**config.mk**
```make
export PLATFORM = sky130hd
export DESIGN_NAME = lsu_mem_stage
export DESIGN_NICKNAME = d
export VERILOG_FILES = /design/src/rtl/lsu_pkg.sv /design/src/rtl/lsu_align.sv /design/src/rtl/lsu_mem_stage.sv
export SDC_FILE = /design/constraint.sdc
export NUM_CORES = 1
export LEC_CHECK = 0
export BUFFER_PORTS_ARGS = -buffer_cell sky130_fd_sc_hd__buf_4
export CORE_MARGIN = 1.5
export CORE_UTILIZATION = 45
export CTS_CLUSTER_DIAMETER = 120
export DETAILED_ROUTE_END_ITERATION = 8
export PLACE_DENSITY = 0.77
export SLEW_MARGIN = 20
export SYNTH_ARGS = -nofsm -noshare
export SYNTH_HDL_FRONTEND = slang
export SYNTH_SLANG_ARGS = --single-unit
```
**constraint.sdc**
```tcl
create_clock -name clk -period 2.3 [get_ports clk]
set_input_delay 0.345 -clock clk [delete_from_list [all_inputs] [get_ports clk]]
set_output_delay 0.345 -clock clk [all_outputs]
set_load 0.005 [all_outputs]
```
**src/rtl/lsu_pkg.sv**
```systemverilog
// Shared encodings for the load/store unit: access sizes, FSM states and
// the default bus timeout.
package lsu_pkg;

  localparam logic [1:0] SZ_BYTE = 2'b00;
  localparam logic [1:0] SZ_HALF = 2'b01;
  localparam logic [1:0] SZ_WORD = 2'b10;
  localparam logic [1:0] SZ_RSVD = 2'b11;

  localparam logic [1:0] ST_IDLE = 2'd0;
  localparam logic [1:0] ST_REQ  = 2'd1;
  localparam logic [1:0] ST_WAIT = 2'd2;
  localparam logic [1:0] ST_DONE = 2'd3;

  localparam int unsigned LSU_TIMEOUT_DEF = 255;

endpackage

```
**src/rtl/lsu_align.sv**
```systemverilog
// Byte-lane steering: store byte enables and replication, load lane
// extraction with sign/zero extension, and the alignment check.
module lsu_align
  import lsu_pkg::*;
(
  input  logic [1:0]  i_size,
  input  logic [1:0]  i_offset,
  input  logic [31:0] i_wdata,
  input  logic [31:0] i_mem_rdata,
  input  logic        i_unsigned,
  output logic [3:0]  o_be,
  output logic [31:0] o_wdata,
  output logic [31:0] o_rdata,
  output logic        o_misalign
);

  logic [7:0]  w_byte;
  logic [15:0] w_half;

  always_comb begin
    case (i_offset)
      2'd0:    w_byte = i_mem_rdata[7:0];
      2'd1:    w_byte = i_mem_rdata[15:8];
      2'd2:    w_byte = i_mem_rdata[23:16];
      default: w_byte = i_mem_rdata[31:24];
    endcase
    w_half = i_offset[1] ? i_mem_rdata[31:16] : i_mem_rdata[15:0];
  end

  always_comb begin
    o_be       = '0;
    o_wdata    = i_wdata;
    o_rdata    = i_mem_rdata;
    o_misalign = 1'b0;
    case (i_size)
      SZ_BYTE: begin
        o_be    = 4'b0001 << i_offset;
        o_wdata = {4{i_wdata[7:0]}};
        o_rdata = {{24{~i_unsigned & w_byte[7]}}, w_byte};
      end
      SZ_HALF: begin
        o_be       = 4'b0011 << i_offset;
        o_wdata    = {2{i_wdata[15:0]}};
        o_rdata    = {{16{~i_unsigned & w_half[15]}}, w_half};
        o_misalign = i_offset[0];
      end
      SZ_WORD: begin
        o_be       = 4'b1111;
        o_misalign = |i_offset;
      end
      default: o_misalign = 1'b1;
    endcase
  end

endmodule

```
**src/rtl/lsu_mem_stage.sv**
```systemverilog
// Load/store unit: one req/gnt/rvalid bus transaction per load/store,
// stalling the core until completion and flagging illegal or timed-out accesses.
module lsu_mem_stage
  import lsu_pkg::*;
#(
  parameter int unsigned ADDR_W  = 32,
  parameter int unsigned TIMEOUT = LSU_TIMEOUT_DEF
) (
  input  logic              clk,
  input  logic              rst_n,
  input  logic              req_valid,
  input  logic              req_we,
  input  logic [1:0]        req_size,
  input  logic              req_unsigned,
  input  logic [ADDR_W-1:0] addr,
  input  logic [31:0]       wdata,
  output logic              stall,
  output logic [31:0]       rdata,
  output logic              done,
  output logic              err,
  output logic              mem_req,
  output logic              mem_we,
  output logic [ADDR_W-1:0] mem_addr,
  output logic [3:0]        mem_be,
  output logic [31:0]       mem_wdata,
  input  logic              mem_gnt,
  input  logic              mem_rvalid,
  input  logic [31:0]       mem_rdata
);

  localparam int unsigned   CNT_W    = $clog2(TIMEOUT + 1);
  localparam logic [CNT_W-1:0] CNT_LAST = CNT_W'(TIMEOUT - 1);

  logic [1:0]        r_state;
  logic [CNT_W-1:0]  r_cnt;
  logic              r_err;
  logic              r_mem_req;
  logic              r_mem_we;
  logic [ADDR_W-1:0] r_mem_addr;
  logic [3:0]        r_mem_be;
  logic [31:0]       r_mem_wdata;
  logic [1:0]        r_off;
  logic [1:0]        r_size;
  logic              r_unsigned;
  logic [31:0]       r_rdata;

  logic              w_idle;
  logic [1:0]        w_size;
  logic [1:0]        w_off;
  logic              w_uns;
  logic [3:0]        w_be;
  logic [31:0]       w_wdata;
  logic [31:0]       w_load;
  logic              w_misalign;

  // One aligner serves both phases: live request fields while idle,
  // latched fields while the response is outstanding.
  assign w_idle = (r_state == ST_IDLE);
  assign w_size = w_idle ? req_size     : r_size;
  assign w_off  = w_idle ? addr[1:0]    : r_off;
  assign w_uns  = w_idle ? req_unsigned : r_unsigned;

  lsu_align u_align (
    .i_size      (w_size),
    .i_offset    (w_off),
    .i_wdata     (wdata),
    .i_mem_rdata (mem_rdata),
    .i_unsigned  (w_uns),
    .o_be        (w_be),
    .o_wdata     (w_wdata),
    .o_rdata     (w_load),
    .o_misalign  (w_misalign)
  );

  always_ff @(posedge clk or negedge rst_n) begin
    if (!rst_n) begin
      r_state     <= ST_IDLE;
      r_cnt       <= '0;
      r_err       <= 1'b0;
      r_mem_req   <= 1'b0;
      r_mem_we    <= 1'b0;
      r_mem_addr  <= '0;
      r_mem_be    <= '0;
      r_mem_wdata <= '0;
      r_off       <= '0;
      r_size      <= '0;
      r_unsigned  <= 1'b0;
      r_rdata     <= '0;
    end else begin
      case (r_state)
        ST_IDLE: begin
          r_err <= 1'b0;
          if (req_valid) begin
            if (w_misalign) begin
              r_err   <= 1'b1;
              r_state <= ST_DONE;
            end else begin
              r_mem_req   <= 1'b1;
              r_mem_we    <= req_we;
              r_mem_addr  <= {addr[ADDR_W-1:2], 2'b00};
              r_mem_be    <= w_be;
              r_mem_wdata <= w_wdata;
              r_off       <= addr[1:0];
              r_size      <= req_size;
              r_unsigned  <= req_unsigned;
              r_cnt       <= '0;
              r_state     <= ST_REQ;
            end
          end
        end
        ST_REQ: begin
          if (mem_gnt) begin
            r_mem_req <= 1'b0;
            r_cnt     <= '0;
            r_state   <= r_mem_we ? ST_DONE : ST_WAIT;
          end else if (r_cnt == CNT_LAST) begin
            r_mem_req <= 1'b0;
            r_err     <= 1'b1;
            r_state   <= ST_DONE;
          end else begin
            r_cnt <= r_cnt + CNT_W'(1);
          end
        end
        ST_WAIT: begin
          if (mem_rvalid) begin
            r_rdata <= w_load;
            r_state <= ST_DONE;
          end else if (r_cnt == CNT_LAST) begin
            r_err   <= 1'b1;
            r_state <= ST_DONE;
          end else begin
            r_cnt <= r_cnt + CNT_W'(1);
          end
        end
        default: begin
          r_err   <= 1'b0;
          r_state <= ST_IDLE;
        end
      endcase
    end
  end

  // Gating with rst_n keeps stall low while reset is held even if the
  // core still presents req_valid.
  assign stall     = rst_n & req_valid & (r_state != ST_DONE);
  assign done      = (r_state == ST_DONE);
  assign err       = r_err;
  assign rdata     = r_rdata;
  assign mem_req   = r_mem_req;
  assign mem_we    = r_mem_we;
  assign mem_addr  = r_mem_addr;
  assign mem_be    = r_mem_be;
  assign mem_wdata = r_mem_wdata;

endmodule

```
After elaboration in Yosys (flattened, before gate mapping)
Cells that the tools add are included.

word-level totals
  output and inout bits = 105
  register bits = 116

cells by class
  reductions and logical operators = 11
  bitwise gates (word level) = 6
  $add $sub $neg = 1
  equality and inequality tests = 14
  mux-type cells = 33
  shift operators = 2

operators with widths
  cell                                                                number
  32-bit one-hot mux with 2 select lines                              2
  8-bit one-hot mux with 3 select lines                               2
  8-bit two-way mux                                                   5
  16-bit two-way mux                                                  1
  2-bit two-way mux                                                   7
  4-bit one-hot mux with 3 select lines                               1
  1-bit two-way mux                                                   11
  2-bit != test (second input constant)                               5
  8-bit by 1-bit adder with 8-bit output (second input constant)      1
  2-bit == test (second input constant)                               4
  8-bit == test (second input constant)                               1
  4-bit AND reduction                                                 2
  2-bit by 1-bit == test with 1-bit output (second input constant)    3
  2-bit logical NOT                                                   3
  1-bit one-hot mux with 3 select lines                               2
  2-bit one-hot mux with 3 select lines                               1
  1-bit bitwise AND                                                   4
  2-bit AND reduction                                                 2
  1-bit by 2-bit << shifter with 4-bit output (first input constant)  1
  2-bit by 2-bit << shifter with 4-bit output (first input constant)  1
  3-bit != test (second input constant)                               1
  3-bit AND reduction                                                 1
  3-bit nonzero test                                                  1
  1-bit NOT                                                           2
  3 further kinds                                                     3

Longest topological paths before layout
Gate-level depths: netlist of run 1.

  depth after elaboration = 7
  mapped depth = 11
  mapped depth without buffers = 7

Modules after synthesis
Synthesis of run 1 repeated with hierarchy kept, for this count alone.

unflattened totals
  cell total of the unflattened synthesis = 509
  area total of the unflattened synthesis = 6155.9 sq um

modules (own cells, without submodules)
  module         cells an instance  area an instance (sq um)  instances
  lsu_mem_stage  318                4785.8                    1
  lsu_align      191                1370.1                    1

Worst setup path after synthesis of run 1
OpenSTA, ideal clock, no wires.

  path type = flip-flop to flip-flop
  start point = register r_state[1]
  end point = register r_rdata[4] (netlist: rdata[4])
  path buffers = 2
  path slack = 165 ps
  period minus slack after synthesis = 2135 ps
  library setup time = 127 ps
  arrival time = 2008 ps
  cell stages (with the launch flop) = 10
  cells stage by stage = dfrtp_1 > inv_1 > ha_1 > buf_6 > mux2i_4 > buf_4 > mux2i_1 > a2bb2oi_1 > nor2_1 > a221o_2

between the ends
  cells in the longest elaborated chain, start to end = 5
  elaborated cells on any way between the ends = 13
  those cells by class = eq/ne: 4; mux: 5; reduce/logical: 4

RTL lines
  item                                    line                  text
  from (decl)                             lsu_mem_stage.sv:34   logic [1:0] r_state;
  from (signal assigned)                  lsu_mem_stage.sv:115  r_state <= r_mem_we ? ST_DONE : ST_WAIT;
  2-bit logical NOT                       lsu_mem_stage.sv:58   assign w_idle = (r_state == ST_IDLE);
  2-bit two-way mux                       lsu_mem_stage.sv:60   assign w_off = w_idle ? addr[1:0] : r_off;
  2-bit == test (tied with other cells)   lsu_align.sv:21       case (i_offset)
  8-bit one-hot mux with 3 select lines   lsu_align.sv:21
  32-bit one-hot mux with 2 select lines  lsu_align.sv:35       case (i_size)
  to (signal assigned)                    lsu_mem_stage.sv:126  r_rdata <= w_load;
  to (decl)                               lsu_mem_stage.sv:45   logic [31:0] r_rdata;

Parallel ways exist; a longest one is shown, timed or not.
A chain may end at the register's enable or synchronous reset.

Worst setup path in the final report of run 1
  start point = register r_state[0]
  end point = register r_rdata[4] (netlist: rdata[4])

The elaborated chain is that of the path after synthesis.

==> flow_summary.toml, run 1 <==
[run_status]
outcome = "finished clean"

[worst_setup_path]
cp.required_ns = 2.59
path_max_fanout = 12
crit_chain = "inv_1, ha_4, mux2i_4, buf_6, mux2i_1, a2bb2oi_2, nor2_1, a221o_2"
cp_slowest_stage_delay_ns = 0.37
crit_type = "flip-flop to flip-flop"
worstSetupEndpointType = "flip-flop"
path_buf_inv = 2
critical_path.top_delay_family = "multiplexers"
cp-start-kind = "flip-flop"
crit_arrival_ns = 2.51
cp_slowest_cell = "dfrtp_1"

[job]
maxCapViolCount = 0

[placed_design]
portBuffers = 207
gp_congestion = 0.893
dpl.hpwl_um = 12200
dp_slack_ns = -0.160
post_dp_cell_area_um2 = 7670

[timing]
finalSetupTns_ns = 0
rsz0062_at_grt = "yes"
finalCritPeriodShare = 0.967
worst_pin_slew_ns = 0.632
skew_ns = 0.00899
setup_viol = 0
hold_viol_final = 0
timing.fmax_mhz = 450
final.setup.worst_slack_ns = 0.0768
slew_violations = 0
slew_headroom = 0.579
period_needed_ns = 2.22

[clocking]
max-clock-path-buffers = 2
holdBufCountCts = 0
cts_buffers = 17
root_buffer = "clkbuf_16"
path_clk_slew_ns = 0.06
clock_latency_ns = 0.41
htree_levels = 4
clkSinkCount = 116
cts_tree = "yes"

[synthesis]
synth_top_cell_area_share = 0.501
synth_cell_types = 59
ys.flop_type = "dfrtp_1"
synth_edf_count = 0
yosys-top-cells-area = "dfrtp_1 (50%), nand2_1 (13%), a21oi_1 (4.1%)"
yosysTopAreaCell = "dfrtp_1"
synthCells = 643
syn_area_per_cell_um2 = 9.01
synth-seq-area-share = 0.501
yosysMostFrequentCell = "nand2_1"
synth_seq_cells = 116
yosys_warnings = 0
async_reset_ff_frac = 1.00
yosys-top-cells-count = "nand2_1 (201), dfrtp_1 (116), nor2_1 (62)"
netlist_area_um2 = 5790

[floorplanning]
die_area_um2 = 13600
io_pins = 210
die_w_um = 116
initial_core_util = 0.461
row_count = 41
core_area_um2 = 12600
die_h_um = 116

[global_routing]
grt-ovfl-total = 0
grt_max_degree = 117
grt_use_total = 0.258
antenna_found_initial = 0
grt_pass1_wl_um = 26900
grt_pass1_vias = 5409

[final_layout]
area.growth.synth_to_final_pct = 45.6
fill_cells = 988
fin_area_um2 = 8440
diodes = 0
drive_gt1_frac = 0.359
layout.nets = 984

[routing]
ant_nets = 0
drc_errors = 0
drt-pass1-iter-count = 5
vias_per_cell = 5.32
routed-via-count = 5621
wl_per_cell_um = 16.5
dr.first_iter.drc_count = 392
wirelength_um = 17400

[pwr]
p_sw_mw = 4.69
power.leakage_nw = 4.22
intPower_mw = 7.97
powerDensity_nw_per_um2 = 1500
clockPowerShare = 0.237
p_sw_frac = 0.370
ir_drop_v = 0.000733
combPwrFrac = 0.480
seq_power_share = 0.283

[min_path]
min_path_type = "input port to asynchronous set/reset pin"
cell families (layout without fill, tap and decap cells):
group,count (synthesis),in the layout,synth area share
buffers and inverters,42,282,0.0421
other,1,2,0.000647
muxes,22,22,0.0432
DFF,116,116,0.501
and+or+nand+nor,312,312,0.225
adders and majority gates,8,8,0.0173
xor gates and xnor gates,1,1,0.00151
AOI/OAI and AO/OA,141,141,0.170
final timing paths:
path	startpoint	end	slack, ns	cells past startpoint
hold / removal	rst_n	mem_addr[31]	0.07	2
min in group clk	addr[6]	mem_addr[6]	0.13	3
setup reg to reg	r_state[0]	rdata[4]	0.08	8
max in group asynchronous	rst_n	mem_addr[23]	1.73	2
setup / recovery	r_state[0]	rdata[4]	0.08	8
hold reg to reg	mem_addr[21]	mem_addr[21]	0.47	2
per-stage QoR:
stage                     power [mW]  utilization  instances  hold slack (ns)
after floorplan                 6.81            -        644           0.0494
after global placement          9.23        0.610       1020            0.459
after detailed placement        9.47        0.610       1020            0.463
after CTS                       12.6        0.667       1054            0.113
after global routing            13.5        0.671       1056            0.108
final                           12.7        0.671       1056           0.0717
what timing repair did:
action | in CTS | in global routing
pin swaps | 2 | 1
resized for setup | 6 | 6
setup endpoints to repair | 100 | 58
setup buffers | 2 | 2
cells in the final DEF, fill, tap and decap left out, types with 7 or more instances in the layout:
cell and count:
a21oi_1 46, a221o_2 7, a31oi_1 20, buf_4 238, clkbuf_16 17, dfrtp_1 116
ha_1 7, mux2i_1 17, nand2_1 201, nand3_1 7, nor2_1 62, o21ai_0 22
o22a_1 8, or2_2 9, or3_1 11
power by group through the flow:
stage	Sequential [mW]	Clock, mW	Combinational [mW]
detailed placement	3.58	0	5.89
finish	3.58	3.00	6.08
global route	3.68	3.14	6.66
floorplan	3.58	0	3.23
global placement	3.54	0	5.69
CTS	3.57	3.03	6.00
metal layers:
metal | share of wire | GRT usage
met4 | 0.018 | 0.0919
met2 | 0.51 | 0.424
met1 | 0.42 | 0.334
met5 | 0 | 0
met3 | 0.054 | 0.0612
flip-flops by register name (all words and copies together) (netlist names):
signal and count:
err 1, mem_addr 30, mem_be 4, mem_req 1
mem_wdata 32, mem_we 1, r_cnt 8, r_off 2
r_size 2, r_state 2, r_unsigned 1, rdata 32
cell type report:
type,count,area (µm²),share of cell area
Clock buffer,19,453,0.0537
Clock inverter,13,220,0.0261
Inverter,5,18.8,0.00222
Multi-Input combinational cell,486,2720,0.322
Sequential cell,116,2900,0.344
Tap cell,172,215,0.0255
Timing Repair Buffer,245,1910,0.226
No activity file was read; power rests on OpenSTA's default activity.
==> run 2, diff against run 1 <==
- CORE_UTILIZATION: 45 -> 48
- PLACE_DENSITY: 0.77 -> 0.78
- SETUP_SLACK_MARGIN: unset -> 0.3
- clock period: 2.3 -> 2.9 ns (I/O delays scaled with it)
==> run 2 against run 1 <==
Effect of this change:
- sequential power down 20%
- cell area is 4.4% lower
- first-iteration DRC count down 1.0%
- clock power down 37%
- critical endpoint is now rdata[5]
- highest routed layer unchanged
==> flow_summary.toml, run 2 (synthesis results as in run 1) <==
[final_layout]
stdcell_count = 1006
fin_util = 0.695
area.growth.synth_to_final_pct = 39.2
layout.nets = 966
diodes = 0
final_common_cell = "buf_4"
drive_gt1_frac = 0.334
final_cell_mix = "buf_4 (223), nand2_1 (200), dfrtp_1 (116), nor2_1 (62), a21oi_1 (46)"

[timing]
finalCritPeriodShare = 0.843
period_needed_ns = 2.44
finalSetupTns_ns = 0
slew_headroom = 0.500
timing.fmax_mhz = 409
skew_ns = 0.00476
slew_violations = 0
worst_pin_slew_ns = 0.750
setup_viol = 0
rsz0062_at_grt = "no"
hold_viol_final = 0

[pwr]
powerDensity_nw_per_um2 = 1150
power.leakage_nw = 4.06
ir_drop_v = 0.000522

[worst_setup_path]
crit_type = "flip-flop to flip-flop"
crit_chain = "inv_1, ha_4, buf_4, or3b_1, a22oi_1, a2bb2oi_1, nor2_1, a221o_2"
path_max_fanout = 10
cp_slowest_stage_delay_ns = 0.54
crit_arrival_ns = 2.80
cp_slowest_cell = "a22oi_1"
worstSetupEndpointType = "flip-flop"
path_buf_inv = 2
cp-start-kind = "flip-flop"
critical_path.top_delay_family = "compound AO/OA/AOI/OAI gates"
cp.required_ns = 3.25

[placed_design]
dp.cells = 975
portBuffers = 207
dpl.hpwl_um = 11900
gp_congestion = 0.839

[clocking]
cts_buffers = 17
path_clk_slew_ns = 0.05
clkSinkCount = 116
cts_tree = "yes"
root_buffer = "clkbuf_16"
clock_latency_ns = 0.41
max-clock-path-buffers = 2
htree_levels = 4

[routing]
ant_nets = 0
drc_errors = 0
wl_per_cell_um = 16.6
vias_per_cell = 5.45
routed-via-count = 5485
wirelength_um = 16700
drt-pass1-iter-count = 5
dr.first_iter.drc_count = 388

[global_routing]
grt_pass1_wl_um = 26300
grt_use_total = 0.263
gr-usage-met2 = 0.441
grt_pass1_vias = 5306
antenna_found_initial = 0
top_usage_layer = "met2"
grt_max_degree = 79
grt-ovfl-total = 0
grtUsageMet3 = 0.0728
met1_usage = 0.330

[floorplanning]
row_count = 39
io_pins = 210
initial_core_util = 0.499
core_area_um2 = 11600
die_w_um = 113
die_area_um2 = 12700
die_h_um = 113

[min_path]
min_path_type = "input port to asynchronous set/reset pin"

[run_status]
outcome = "finished clean"

[job]
maxCapViolCount = 0
-- run 2: path summary, 6_finish.rpt --
path	from	end	slack, ns	cells past startpoint
hold / removal	rst_n	mem_addr[22]	0.12	2
max in group asynchronous	rst_n	mem_be[3]	2.18	2
setup / recovery	r_state[1]	rdata[5]	0.46	8
hold reg to reg	mem_addr[15]	mem_addr[15]	0.47	2
setup reg to reg	r_state[1]	rdata[5]	0.46	8
min in group clk	addr[4]	mem_addr[4]	0.20	3
-- run 2: what timing repair did --
item                                    4_1_cts  5_1_grt
endpoints found under the setup margin       53       52
hold buffers                                  0        0
pin swaps                                     0        2
gates resized for setup                       2        1
buffers inserted                              0        2
-- run 2: final cells by class --
| cell class | instances | area (µm²) |
|---|---|---|
| Timing Repair Buffer | 227 | 1750 |
| Fill cell | 918 | 3550 |
| Tap cell | 143 | 179 |
| Sequential cell | 116 | 2900 |
| Multi-Input combinational cell | 486 | 2690 |
| Clock inverter | 6 | 55.1 |
| Clock buffer | 23 | 478 |
| Inverter | 5 | 18.8 |
-- run 2: per-layer routing --
layer	part of all wire	wire length (µm)
met1	0.42	6980
met4	0.018	296
met3	0.076	1270
met2	0.49	8150
met5	0	0
-- run 2: power by group --
group | total [mW] | internal (mW) | switching [mW]
clock network | 1.90 | 1.22 | 0.683
registers | 2.85 | 2.37 | 0.478
logic | 4.53 | 2.18 | 2.36
total | 9.29 | 5.77 | 3.52
-- run 2: worst register-to-register path: cells and delay by family, from the launching register on --
kind | cells | cell delay, ns
flops | 1 | 0.43
buf+inv | 2 | 0.31
fa+ha+maj | 1 | 0.24
simple gates | 2 | 0.53
compound gates | 3 | 0.88
-- run 2: through the flow --
step           cell area [µm²]  power (mW)  worst slack, ns  hold WS, ns
5_1_grt                   8070        9.93            0.297        0.153
3_3_place_gp              7480        7.14            0.204        0.458
3_5_place_dp              7480        7.31           0.0309        0.463
2_1_floorplan             5800        5.40            0.765        0.139
6_report                  8070        9.29            0.456        0.118
4_1_cts                   8030        9.27            0.343        0.121
==> run 3, diff against run 2 <==
- ABC_AREA: unset -> 1
- PLACE_DENSITY: 0.78 -> 0.77
- clock period: 2.9 -> 2.5 ns (I/O delays scaled with it)
==> run 3 against run 2 <==
Effect of this change:
- cell area increased by 5.2%
- clock power grew 32%
- critical path depth is the same
- worst setup slack got worse by 0.097 ns
- non-clock buffer count grew 5
- utilization grew 0.87 points
- hold slack worse by 0.045 ns
- fmax up 14%
- power is 24% higher
- global-route usage increased by 0.24 points
==> flow_summary.toml, run 3 <==
[placed_design]
gp_congestion = 0.913
dpl.hpwl_um = 11600
portBuffers = 207
post_dp_cell_area_um2 = 7620

[timing]
skew_ns = 0.00808
period_needed_ns = 2.14
hold_viol_final = 0
timing.fmax_mhz = 467
finalCritPeriodShare = 0.856
setup_viol = 0
slew_headroom = 0.559
worst_pin_slew_ns = 0.661
finalSetupTns_ns = 0
rsz0062_at_grt = "no"
slew_violations = 0

[final_layout]
diodes = 0
fill_cells = 986
final_cell_mix = "nand2_1 (324), buf_4 (224), dfrtp_1 (116), o21ai_0 (83), inv_1 (60)"
final_common_cell = "nand2_1"
drive_gt1_frac = 0.298
area.growth.synth_to_final_pct = 42.6
fin_area_um2 = 8480
fin_util = 0.703
multiInputGateArea_um2 = 2640
layout.nets = 1112
seq_area_um2 = 2900

[worst_setup_path]
cp.required_ns = 2.84
cp_slowest_stage_delay_ns = 0.48
path_max_fanout = 8
cp-start-kind = "flip-flop"
path_buf_inv = 3
crit_type = "flip-flop to flip-flop"
cp_slowest_cell = "o21ai_0"
critical_path.top_delay_family = "compound AO/OA/AOI/OAI gates"
regToRegSetupSlack_ns = 0.36
crit_chain = "inv_2, ha_4, buf_4, o21ai_0, inv_1, nor2_2, nand2_4, a21oi_1"
worstSetupEndpointType = "flip-flop"
crit_arrival_ns = 2.48

[global_routing]
grt_pass1_vias = 5312
grt_pass1_wl_um = 26900
grt-ovfl-total = 0
grt_use_total = 0.265
grt_max_degree = 117
antenna_found_initial = 0

[clocking]
max-clock-path-buffers = 2
htree_levels = 4
root_buffer = "clkbuf_16"
cts_tree = "yes"
path_clk_slew_ns = 0.05
cts_buffers = 17
clock_latency_ns = 0.42
clkSinkCount = 116

[routing]
dr.first_iter.drc_count = 563
routed-via-count = 6016
ant_nets = 0
vias_per_cell = 5.10
drc_errors = 0
wl_per_cell_um = 15.3
wirelength_um = 18100
drt-pass1-iter-count = 6

[min_path]
min_path_type = "input port to asynchronous set/reset pin"

[pwr]
powerDensity_nw_per_um2 = 1360
power.leakage_nw = 4.57
ir_drop_v = 0.000718
power_mw = 11.6

[synthesis]
synth_seq_cells = 116
synthCells = 783
netlist_area_um2 = 5950
synth_top_cell_area_share = 0.488
yosysTopAreaCell = "dfrtp_1"
yosys-top-cells-count = "nand2_1 (327), dfrtp_1 (116), o21ai_0 (85)"
synth_edf_count = 0
syn_area_per_cell_um2 = 7.60
yosys-top-cells-area = "dfrtp_1 (49%), nand2_1 (21%), o21ai_0 (7.2%)"
yosysMostFrequentCell = "nand2_1"
yosys_warnings = 0
synth-seq-area-share = 0.488
ys.flop_type = "dfrtp_1"
synth_cell_types = 30
async_reset_ff_frac = 1.00

[floorplanning]
row_count = 40
io_pins = 210
die_w_um = 114
core_area_um2 = 12100
die_h_um = 114
die_area_um2 = 13100
initial_core_util = 0.493

[job]
maxCapViolCount = 0

[run_status]
outcome = "finished clean"
[run 3: cell count changes after synthesis, sizes merged, moves of 8 or more]
cell   previous run  this run
nand2           201       337
o21ai            27        91
inv               5        65
nor2             63        34
mux2i            21         0
a31oi            20         3
a21oi            47        62
nand3             7        20
or3              11         0
or2              10         1
o22a              8         0
[run 3: kinds of logic (layout without fill, tap and decap cells)]
group / Yosys count / count (layout) / share of synthesized area
AO/OA/AOI/OAI: 159 / 159 / 0.142
adder cells (fa/ha/maj): 8 / 8 / 0.0168
buffers and inverters: 102 / 329 / 0.0803
flip-flops: 116 / 116 / 0.488
other: 1 / 2 / 0.000630
AND/OR/NAND/NOR: 397 / 398 / 0.272
[run 3: routing by layer]
| layer | routed length (µm) | track usage |
|---|---|---|
| met1 | 7780 | 0.354 |
| met2 | 8450 | 0.424 |
| met3 | 1450 | 0.0704 |
| met4 | 424 | 0.0850 |
| met5 | 0 | 0 |
[run 3: area by class of cell]
class	instances	share of cell area
clock inverter	9	0.0147
tap	168	0.0248
multi-input combinational	567	0.311
inverter	65	0.0291
clock buffer	23	0.0575
sequential	116	0.342
timing repair buffer	232	0.221
[run 3: final timing paths]
| check | startpoint | to | cells after the start |
|---|---|---|---|
| setup / recovery | r_state[1] | rdata[17] | 8 |
| hold / removal | rst_n | r_size[1] | 2 |
| setup reg to reg | r_state[1] | rdata[17] | 8 |
| hold reg to reg | mem_addr[8] | mem_addr[8] | 2 |
| max in group asynchronous | rst_n | rdata[4] | 2 |
| min in group clk | addr[4] | mem_addr[4] | 3 |
[run 3: timing repair]
| action | in CTS | in global routing |
|---|---|---|
| hold buffers | 0 | 0 |
| setup buffers | 0 | 8 |
| gates cloned | 1 | 4 |
| endpoints found under the hold margin | 0 | 0 |
| gates resized for setup | 4 | 17 |
| setup endpoints to repair | 106 | 108 |
| pin swaps | 0 | 6 |
[run 3: report_power, final]
group          internal, mW  switching, mW  leakage, nW
Clock                  1.66          0.838        0.299
Combinational          2.51           3.35         2.83
Sequential             2.72          0.475         1.44
[run 3: worst reg2reg max path, cell delays in order (launching register included)]
cell and delay (ns):
dfrtp_1 0.42, inv_2 0.08, ha_4 0.19, buf_4 0.16
o21ai_0 0.48, inv_1 0.11, nor2_2 0.29, nand2_4 0.16
a21oi_1 0.16
[run 3: through the flow]
| step | hold slack (ns) | setup WS (ns) | instances |
|---|---|---|---|
| floorplan | 0.0794 | 0.569 | 784 |
| global placement | 0.455 | 0.207 | 1135 |
| detailed placement | 0.459 | 0.119 | 1135 |
| CTS | 0.152 | 0.247 | 1168 |
| global route | 0.151 | 0.288 | 1180 |
| finish | 0.0726 | 0.359 | 1180 |
